===== src/rtl/pdp8_bus_ctrl.sv =====
// PDP-8 nibble-bus controller: decodes CPU bus beats into memory/IO accesses
// and arbitrates memory ownership between the CPU and an external loader.
module pdp8_bus_ctrl #(
    parameter int unsigned LD_MAX_CYC = 4095
) (
    input  logic        clk,
    input  logic        reset_n,
    input  logic [7:0]  cpu_bus,
    output logic [3:0]  cpu_din,
    output logic        cpu_reset,
    output logic [11:0] mem_addr,
    output logic        mem_re,
    output logic        mem_we,
    output logic [11:0] mem_wdata,
    input  logic [11:0] mem_rdata,
    output logic [4:0]  io_sel,
    input  logic [2:0]  io_status,
    output logic        io_we,
    output logic [11:0] io_wdata,
    input  logic [11:0] io_rdata,
    input  logic        ld_req,
    output logic        ld_gnt,
    input  logic [11:0] ld_addr,
    input  logic [11:0] ld_wdata,
    input  logic        ld_we,
    output logic [11:0] ld_rdata
);
    typedef enum logic [1:0] {S_RUN, S_DRAIN, S_LOAD, S_RELEASE} state_t;

    localparam logic [11:0] MAX12 = 12'(LD_MAX_CYC);
    localparam logic [12:0] MAX13 = 13'(LD_MAX_CYC);

    state_t      r_state, w_state_nx;
    logic        r_ld_gnt, r_cpu_reset;
    logic [5:0]  r_addr_hi;
    logic [11:0] r_addr_reg, r_rd_buf, r_cnt;
    logic        r_rd_pend, r_io_mark;
    logic [3:0]  r_nib_h, r_nib_m;
    logic [4:0]  r_io_sel;

    logic w_addr_h, w_addr_l, w_io_intro, w_data_h, w_data_m, w_data_l, w_wr;
    logic w_cpu_en, w_ld_en, w_cnt_done;
    logic [11:0] w_wdata, w_rd_word, w_src;

    assign w_addr_h   = (cpu_bus[7:6] == 2'b10);
    assign w_addr_l   = (cpu_bus[7:6] == 2'b11);
    assign w_io_intro = (cpu_bus[7:5] == 3'b011);
    assign w_data_h   = (cpu_bus[7:5] == 3'b000);
    assign w_data_m   = (cpu_bus[7:5] == 3'b001);
    assign w_data_l   = (cpu_bus[7:5] == 3'b010);
    assign w_wr       = cpu_bus[4];

    assign w_cpu_en   = reset_n && (r_state == S_RUN || r_state == S_DRAIN);
    assign w_ld_en    = reset_n && (r_state == S_LOAD);
    assign w_cnt_done = ({1'b0, r_cnt} + 13'd1) >= MAX13;

    assign w_wdata   = {r_nib_h, r_nib_m, cpu_bus[3:0]};
    // Read data arrives the cycle after mem_re, i.e. on DATA_H; bypass rd_buf then.
    assign w_rd_word = r_rd_pend ? mem_rdata : r_rd_buf;
    assign w_src     = r_io_mark ? io_rdata : w_rd_word;

    assign mem_re    = (w_cpu_en && w_addr_l && !r_io_mark) || (w_ld_en && !ld_we);
    assign mem_we    = (w_cpu_en && w_data_l && w_wr && !r_io_mark) || (w_ld_en && ld_we);
    assign mem_wdata = (r_state == S_LOAD) ? ld_wdata : w_wdata;
    assign io_we     = w_cpu_en && w_data_l && w_wr && r_io_mark;
    assign io_wdata  = w_wdata;
    assign io_sel    = r_io_sel;
    assign ld_rdata  = w_rd_word;
    assign ld_gnt    = r_ld_gnt && reset_n;
    assign cpu_reset = r_cpu_reset || !reset_n;

    always_comb begin
        mem_addr = r_addr_reg;
        if (r_state == S_LOAD)
            mem_addr = ld_addr;
        else if (w_addr_l)
            mem_addr = {r_addr_hi, cpu_bus[5:0]};
    end

    always_comb begin
        cpu_din = '0;
        if (w_cpu_en) begin
            if (w_io_intro)
                cpu_din = {1'b0, io_status};
            else if (!w_wr && w_data_h)
                cpu_din = w_src[11:8];
            else if (!w_wr && w_data_m)
                cpu_din = w_src[7:4];
            else if (!w_wr && w_data_l)
                cpu_din = w_src[3:0];
        end
    end

    always_comb begin
        w_state_nx = r_state;
        case (r_state)
            S_RUN:     if (ld_req) w_state_nx = S_DRAIN;
            S_DRAIN:   if (w_data_l) w_state_nx = S_LOAD;
            S_LOAD:    if (!ld_req || w_cnt_done) w_state_nx = S_RELEASE;
            S_RELEASE: w_state_nx = S_RUN;
            default:   w_state_nx = S_RUN;
        endcase
    end

    always_ff @(posedge clk) begin
        if (!reset_n) begin
            r_state     <= S_RUN;
            r_ld_gnt    <= 1'b0;
            r_cpu_reset <= 1'b0;
            r_addr_hi   <= '0;
            r_addr_reg  <= '0;
            r_rd_buf    <= '0;
            r_rd_pend   <= 1'b0;
            r_cnt       <= '0;
            r_io_mark   <= 1'b0;
            r_io_sel    <= '0;
            r_nib_h     <= '0;
            r_nib_m     <= '0;
        end else begin
            r_state     <= w_state_nx;
            r_ld_gnt    <= (w_state_nx == S_LOAD);
            r_cpu_reset <= (w_state_nx == S_LOAD) || (w_state_nx == S_RELEASE);
            r_rd_pend   <= mem_re;
            if (r_rd_pend)
                r_rd_buf <= mem_rdata;
            if (r_state != S_LOAD)
                r_cnt <= '0;
            else if (r_cnt != MAX12)
                r_cnt <= r_cnt + 12'd1;
            if (w_cpu_en) begin
                if (w_addr_h) begin
                    r_addr_hi <= cpu_bus[5:0];
                    r_io_mark <= 1'b0;
                end
                if (w_addr_l)
                    r_addr_reg <= {r_addr_hi, cpu_bus[5:0]};
                if (w_io_intro) begin
                    r_io_sel  <= cpu_bus[4:0];
                    r_io_mark <= 1'b1;
                end
                if (w_data_h && w_wr)
                    r_nib_h <= cpu_bus[3:0];
                if (w_data_m && w_wr)
                    r_nib_m <= cpu_bus[3:0];
            end
        end
    end
endmodule


===== config.mk =====
export PLATFORM = sky130hd
export DESIGN_NAME = pdp8_bus_ctrl
export DESIGN_NICKNAME = d
export VERILOG_FILES = /design/src/rtl/pdp8_bus_ctrl.sv
export SDC_FILE = /design/constraint.sdc
export NUM_CORES = 1
export LEC_CHECK = 0
export CAP_MARGIN = 30
export CORE_AREA = 2 2 85 95
export DETAILED_ROUTE_END_ITERATION = 16
export DIE_AREA = 0 0 87 97
export MAX_ROUTING_LAYER = met4
export PLACE_DENSITY = 0.78
export SLEW_MARGIN = 20
export SYNTH_ARGS = -nofsm -noshare
export SYNTH_HDL_FRONTEND = slang
export SYNTH_SLANG_ARGS = --single-unit

===== constraint.sdc =====
create_clock -name clk -period 2.57 [get_ports clk]
set_input_delay 0.514 -clock clk [delete_from_list [all_inputs] [get_ports clk]]
set_output_delay 0.514 -clock clk [all_outputs]
set_load 0.005 [all_outputs]

Word-level counts from Yosys, hierarchy flattened
Cells that the tools add are included.
- $lt $le $gt $ge: 1
- equality and inequality tests: 12
- bitwise operators: 1
- add/subtract/negate cells: 2
- mux-type cells: 16
- reductions and logical operators: 36
- operator list (cell ; count):
    two-way mux 12 bit ; 5
    two-way mux 4 bit ; 5
    logical AND 1 bit ; 16
    adder 12 x 1 -> 13 bit, second input constant ; 1
    >= comparator 13 x 12 -> 1 bit, second input constant ; 1
    adder 12 x 1 -> 12 bit, second input constant ; 1
    equality test 2 bit, second input constant ; 6
    != test 12 bit, second input constant ; 1
    AND reduction 2 bit ; 5
    one-hot mux 2 bit (4 select lines) ; 1
    equality test 3 x 2 -> 1 bit, second input constant ; 2
    logical OR 1 bit ; 6
    two-way mux 2 bit ; 3
    zero test 1 bit ; 5
    equality test 3 x 1 -> 1 bit, second input constant ; 1
    zero test 3 bit ; 1
    equality test 2 x 1 -> 1 bit, second input constant ; 1
    zero test 2 bit ; 1
    two-way mux 1 bit ; 2
    != test 2 bit, second input constant ; 1
    nonzero test 2 bit ; 1
    OR reduction 2 bit ; 1
    inverter 1 bit ; 1
- input port bits: 63
- word-level logic and storage cells: 80
- output and inout bits: 62
- bits in registers: 61

Longest topological paths before layout
- depth after elaboration: 7
- gate-level depth with buffers: 7
- depth with buffers taken out: 6

Least setup slack after synthesis
Ideal clock, no wire load.
- kind: input-to-output
- start point: input reset_n
- end point: output cpu_din[2]
- slack: 0.550 ns
- arrival: 1.506 ns
- buffers on the path: 0
- data required time: 2.056 ns
- cell stages on the path: 5
- cells stage by stage: and2b_1 -> inv_1 -> or3_1 -> a21oi_1 -> a32o_1
- cells in the longest elaborated chain, start to end: 2
- ends and longest elaborated chain (item ; RTL line ; source):
    from (decl) ; 7 ; input logic reset_n,
    logical AND 1 bit ; 53 ; assign w_cpu_en = reset_n && (r_state == S_RUN || r_state == S_DRAIN);
    two-way mux 4 bit ; 82 ; if (w_cpu_en) begin
    to (decl) ; 9 ; output logic [3:0] cpu_din,
Every way passes these cells.

Worst setup path in the final report
- start point: register r_rd_pend
- end point: output cpu_din[1]
- cells in the longest elaborated chain, start to end: 7
- ends and longest elaborated chain (item ; RTL line ; source):
    from (decl) ; 37 ; logic r_rd_pend, r_io_mark;
    from (signal assigned) ; 123 ; r_rd_pend <= mem_re;
    two-way mux 12 bit (*) ; -- ;
    two-way mux 12 bit (*) ; 60 ; assign w_src = r_io_mark ? io_rdata : w_rd_word;
    two-way mux 4 bit ; 89 ; else if (!w_wr && w_data_l)
    two-way mux 4 bit ; 87 ; else if (!w_wr && w_data_m)
    two-way mux 4 bit (*) ; 85 ; else if (!w_wr && w_data_h)
    two-way mux 4 bit (*) ; 83 ; if (w_io_intro)
    two-way mux 4 bit (*) ; 82 ;
Every way passes the cells marked *; elsewhere a longest branch is shown, timed or not.

==> key figures <==
CTS
  • CTS tree: yes
  • CTS Sinks: 60
  • CTS Buf Count: 9
  • Clock Root Buffer: clkbuf_8
  • Clk slew on worst S/H paths: 0.07 ns
  • H-tree Lvls: 3
  • Worst-Skew Late Latency: about 0.34 ns
  • Max Root-Sink Buffers: 2

Layout
  • Fillers: roughly 570
  • Fin nets: between 500 and 600
  • Area Overhead vs Synth: 60.81%
  • Core Util, Final: 69.12%
  • Fraction of layout cells with a size suffix above 1: between 10% and 20%

Yosys
  • Area leader, netlist: dfxtp_1
  • Post-Synth XOR/XNOR Area: roughly 2.2%
  • Register bit count reported by yosys: 60
  • Synth top area share: between 30% and 40%
  • Asr flop ratio synth: 0%
  • Simple-Gate Fraction of Synth Area: between 20% and 30%
  • Compound-gate portion of the synthesized area: between 10 and 15%
  • Post-synthesis average cell area: 8.633 um2
  • Mapped cell area: approximately 3200 um2
  • Distinct cells, synth: between 40 and 50
  • Warnings, synthesis: 0
  • Cells after synthesis: 368
  • Post-synthesis sequential area ratio: roughly 38%
  • Post-synthesis mux area share: 18.08%
  • Most frequent cell after synthesis: dfxtp_1
  • Largest cells by area after synthesis: dfxtp_1 38%, mux2i_1 11%, nand2_1 6.5%
  • Synth Area in Adders: less than 1%
  • Mapped Nets: around 430
  • Post-synth EDFFs: 0
  • Largest family of logic cells by synthesized area: simple AND/OR/NAND/NOR gates
  • Synth Flop Type: dfxtp_1
  • Synth top cells by count: 60 x dfxtp_1, 55 x nand2_1, 36 x mux2i_1

STA
  • Final setup violation count: 0
  • Final Skew: 0.01132 ns
  • Fmax: 0.3986 GHz
  • Slew @ Worst Pin: 0.5329 ns
  • Slew HR: around 64%
  • Hold Vio Cnt, Final: 0
  • Max-slew violations: 0
  • Final period util: roughly 98%
  • Crit path time final: 2.509 ns
  • Final Worst Setup Slack: 0.06141 ns
  • Unrepaired setup endpoints after global routing: true

Routing
  • Routed Antenna Nets: 0
  • Number of DRC markers in iteration 0: between 100 and 150
  • DRC Markers: 0
  • Vias after detailed routing: ~3,200
  • Avg Vias per Cell: between 5 and 6
  • Final WL: around 9.6 mm
  • Routed len/inst: 15.52 um
  • Pre-antenna DRT Iters: 4

Place
  • I/O Buffers: around 120
  • Routability-driven placement congestion ratio: a little under 0.9
  • HPWL after DPL: between 6 and 7 mm
  • Placement Setup Slack: -0.4514 ns

Run status
  • Status: finished clean

Floorplan
  • Initial core utilization: 42.98%
  • Cell Rows: 33
  • Chip Height: between 90 and 100 um
  • Die Width: a little under 90 um
  • Core area: ~7400 um2
  • # IOs: around 130
  • Die footprint: between 8000 and 9000 um2

Pwr
  • Leak: 2.091 nW
  • VDD IR-drop max: about 0.00036 V
  • Power per cell area: between 400 and 500 nW/um2

GRT
  • First-pass GRT wire length: roughly 15 mm
  • Largest net degree at the start of global routing: 50
  • GRT Overall Usage: between 20% and 30%
  • Vias in the first global route: between 3,000 and 4,000
  • Total global routing overflow: 0
  • Initial antenna violation count: 1

Flow run
  • MaxCap Viol Count: 0

Setup path
  • Worst Path Max Fanout: 10
  • Critical Path Sink Type: output port
  • Critical path required time: 2.06 ns
  • CP Launch Type: register
  • Arrival @ worst endpoint: approximately 2 ns
  • Critical path type: register to output port

Min path
  • Worst hold path class: register to register
power by group:
part / switching, W / internal, W
registers: 0.0000138 / 0.000953
logic: 0.000159 / 0.000265
clock network: 0.000368 / 0.000662
total: 0.000541 / 0.00188
cell usage in the layout (no fill, tap or decap), types with 3 or more instances in the layout:
master / Yosys / final
inv_1: 16 / 16
mux2_2: 17 / 15
a21boi_0: 13 / 13
bufinv_16: 0 / 3
nand4_1: 4 / 4
a21oi_1: 12 / 11
and2_1: 6 / 6
nor3_1: 5 / 4
dfxtp_1: 60 / 59
nor2_1: 13 / 11
dlygate4sd2_1: 0 / 10
clkbuf_8: 0 / 10
o21ai_0: 19 / 15
nand3_1: 11 / 11
o21ai_1: 0 / 4
a221o_1: 3 / 3
nor2b_1: 24 / 23
mux2i_1: 36 / 33
a32o_1: 3 / 3
clkdlybuf4s50_1: 0 / 113
nand2_1: 55 / 55
xnor2_1: 6 / 6
o22ai_1: 3 / 3
buf_12: 0 / 3
buf_4: 4 / 43
per-stage QoR:
| step | std cells | power (W) | hold WS (ns) | setup TNS (ns) | cell area [um2] |
|---|---|---|---|---|---|
| floorplan | 368 | 0.001134 | 0.4431 | 0 | 3177 |
| global placement | 592 | 0.001382 | 0.4490 | -3.244 | 4722 |
| detailed placement | 592 | 0.001389 | 0.4526 | -3.159 | 4722 |
| CTS | 609 | 0.002420 | 0.4623 | 0 | 5037 |
| global route | 616 | 0.002507 | 0.4806 | -0.05175 | 5109 |
| finish | 616 | 0.002421 | 0.4615 | 0 | 5109 |
timing repair:
action | 4_1_cts | 5_1_grt
endpoints found under the setup margin | 32 | 18
pin swaps | 4 | 2
gates resized for setup | 31 | 7
buffers inserted | 2 | 5
cloned | 0 | 1
hold endpoints to repair | 0 | 0
hold buffers | 0 | 0
layer usage:
layer | GRT usage, % | vias up | share of wire (%)
met2 | 39.17 | 94 | 52
met3 | 3.669 | 23 | 4.4
li1 | - | 1581 | -
met1 | 26.78 | 1485 | 41
met4 | 8.654 | 0 | 2.7
met5 | - | - | 0
layout make-up:
type / count / area (um2) / share of cell area (%)
flip-flops and latches: 60 / 1205 / 23.59
well taps: 87 / 108.9 / 2.131
diodes: 1 / 2.502 / 0.04898
inverters: 17 / 63.81 / 1.249
clock inverters: 5 / 100.1 / 1.959
clock buffers: 10 / 137.6 / 2.694
multi-input cells: 264 / 1848 / 36.17
repair buffers: 172 / 1643 / 32.16
cell families (layout without fill, tap and decap cells):
kind of cell             after synthesis  after routing
AO/OA/AOI/OAI                         66             66
XOR/XNOR                               8              8
adder cells (fa/ha/maj)                2              2
buffers and inverters                 44            204
flip-flops                            60             60
multiplexers                          54             54
other                                  0              1
AND/OR/NAND/NOR                      134            134
final timing paths:
| path | to | slack [ns] | cells past startpoint | startpoint |
|---|---|---|---|---|
| setup / recovery | cpu_din[1] | 0.06 | 7 | r_rd_pend$_SDFF_PN0_ |
| hold / removal | io_sel[0]$_SDFFE_PN0P_ | 0.46 | 2 | io_sel[0]$_SDFFE_PN0P_ |
| setup reg to reg | r_state[0]$_SDFF_PN0_ | 0.42 | 5 | r_cnt[0]$_SDFFE_PP0P_ |
| hold reg to reg | io_sel[0]$_SDFFE_PN0P_ | 0.46 | 2 | io_sel[0]$_SDFFE_PN0P_ |
worst max-delay path, stage by stage, from the launching register on:
cell and delay, ns:
dfxtp_4 0.36, buf_12 0.14, buf_4 0.11, mux2_2 0.33, mux2i_1 0.15, nand2_1 0.07, a32o_1 0.22, dlygate4sd2_1 0.26
No activity file was read; power rests on OpenSTA's default activity.
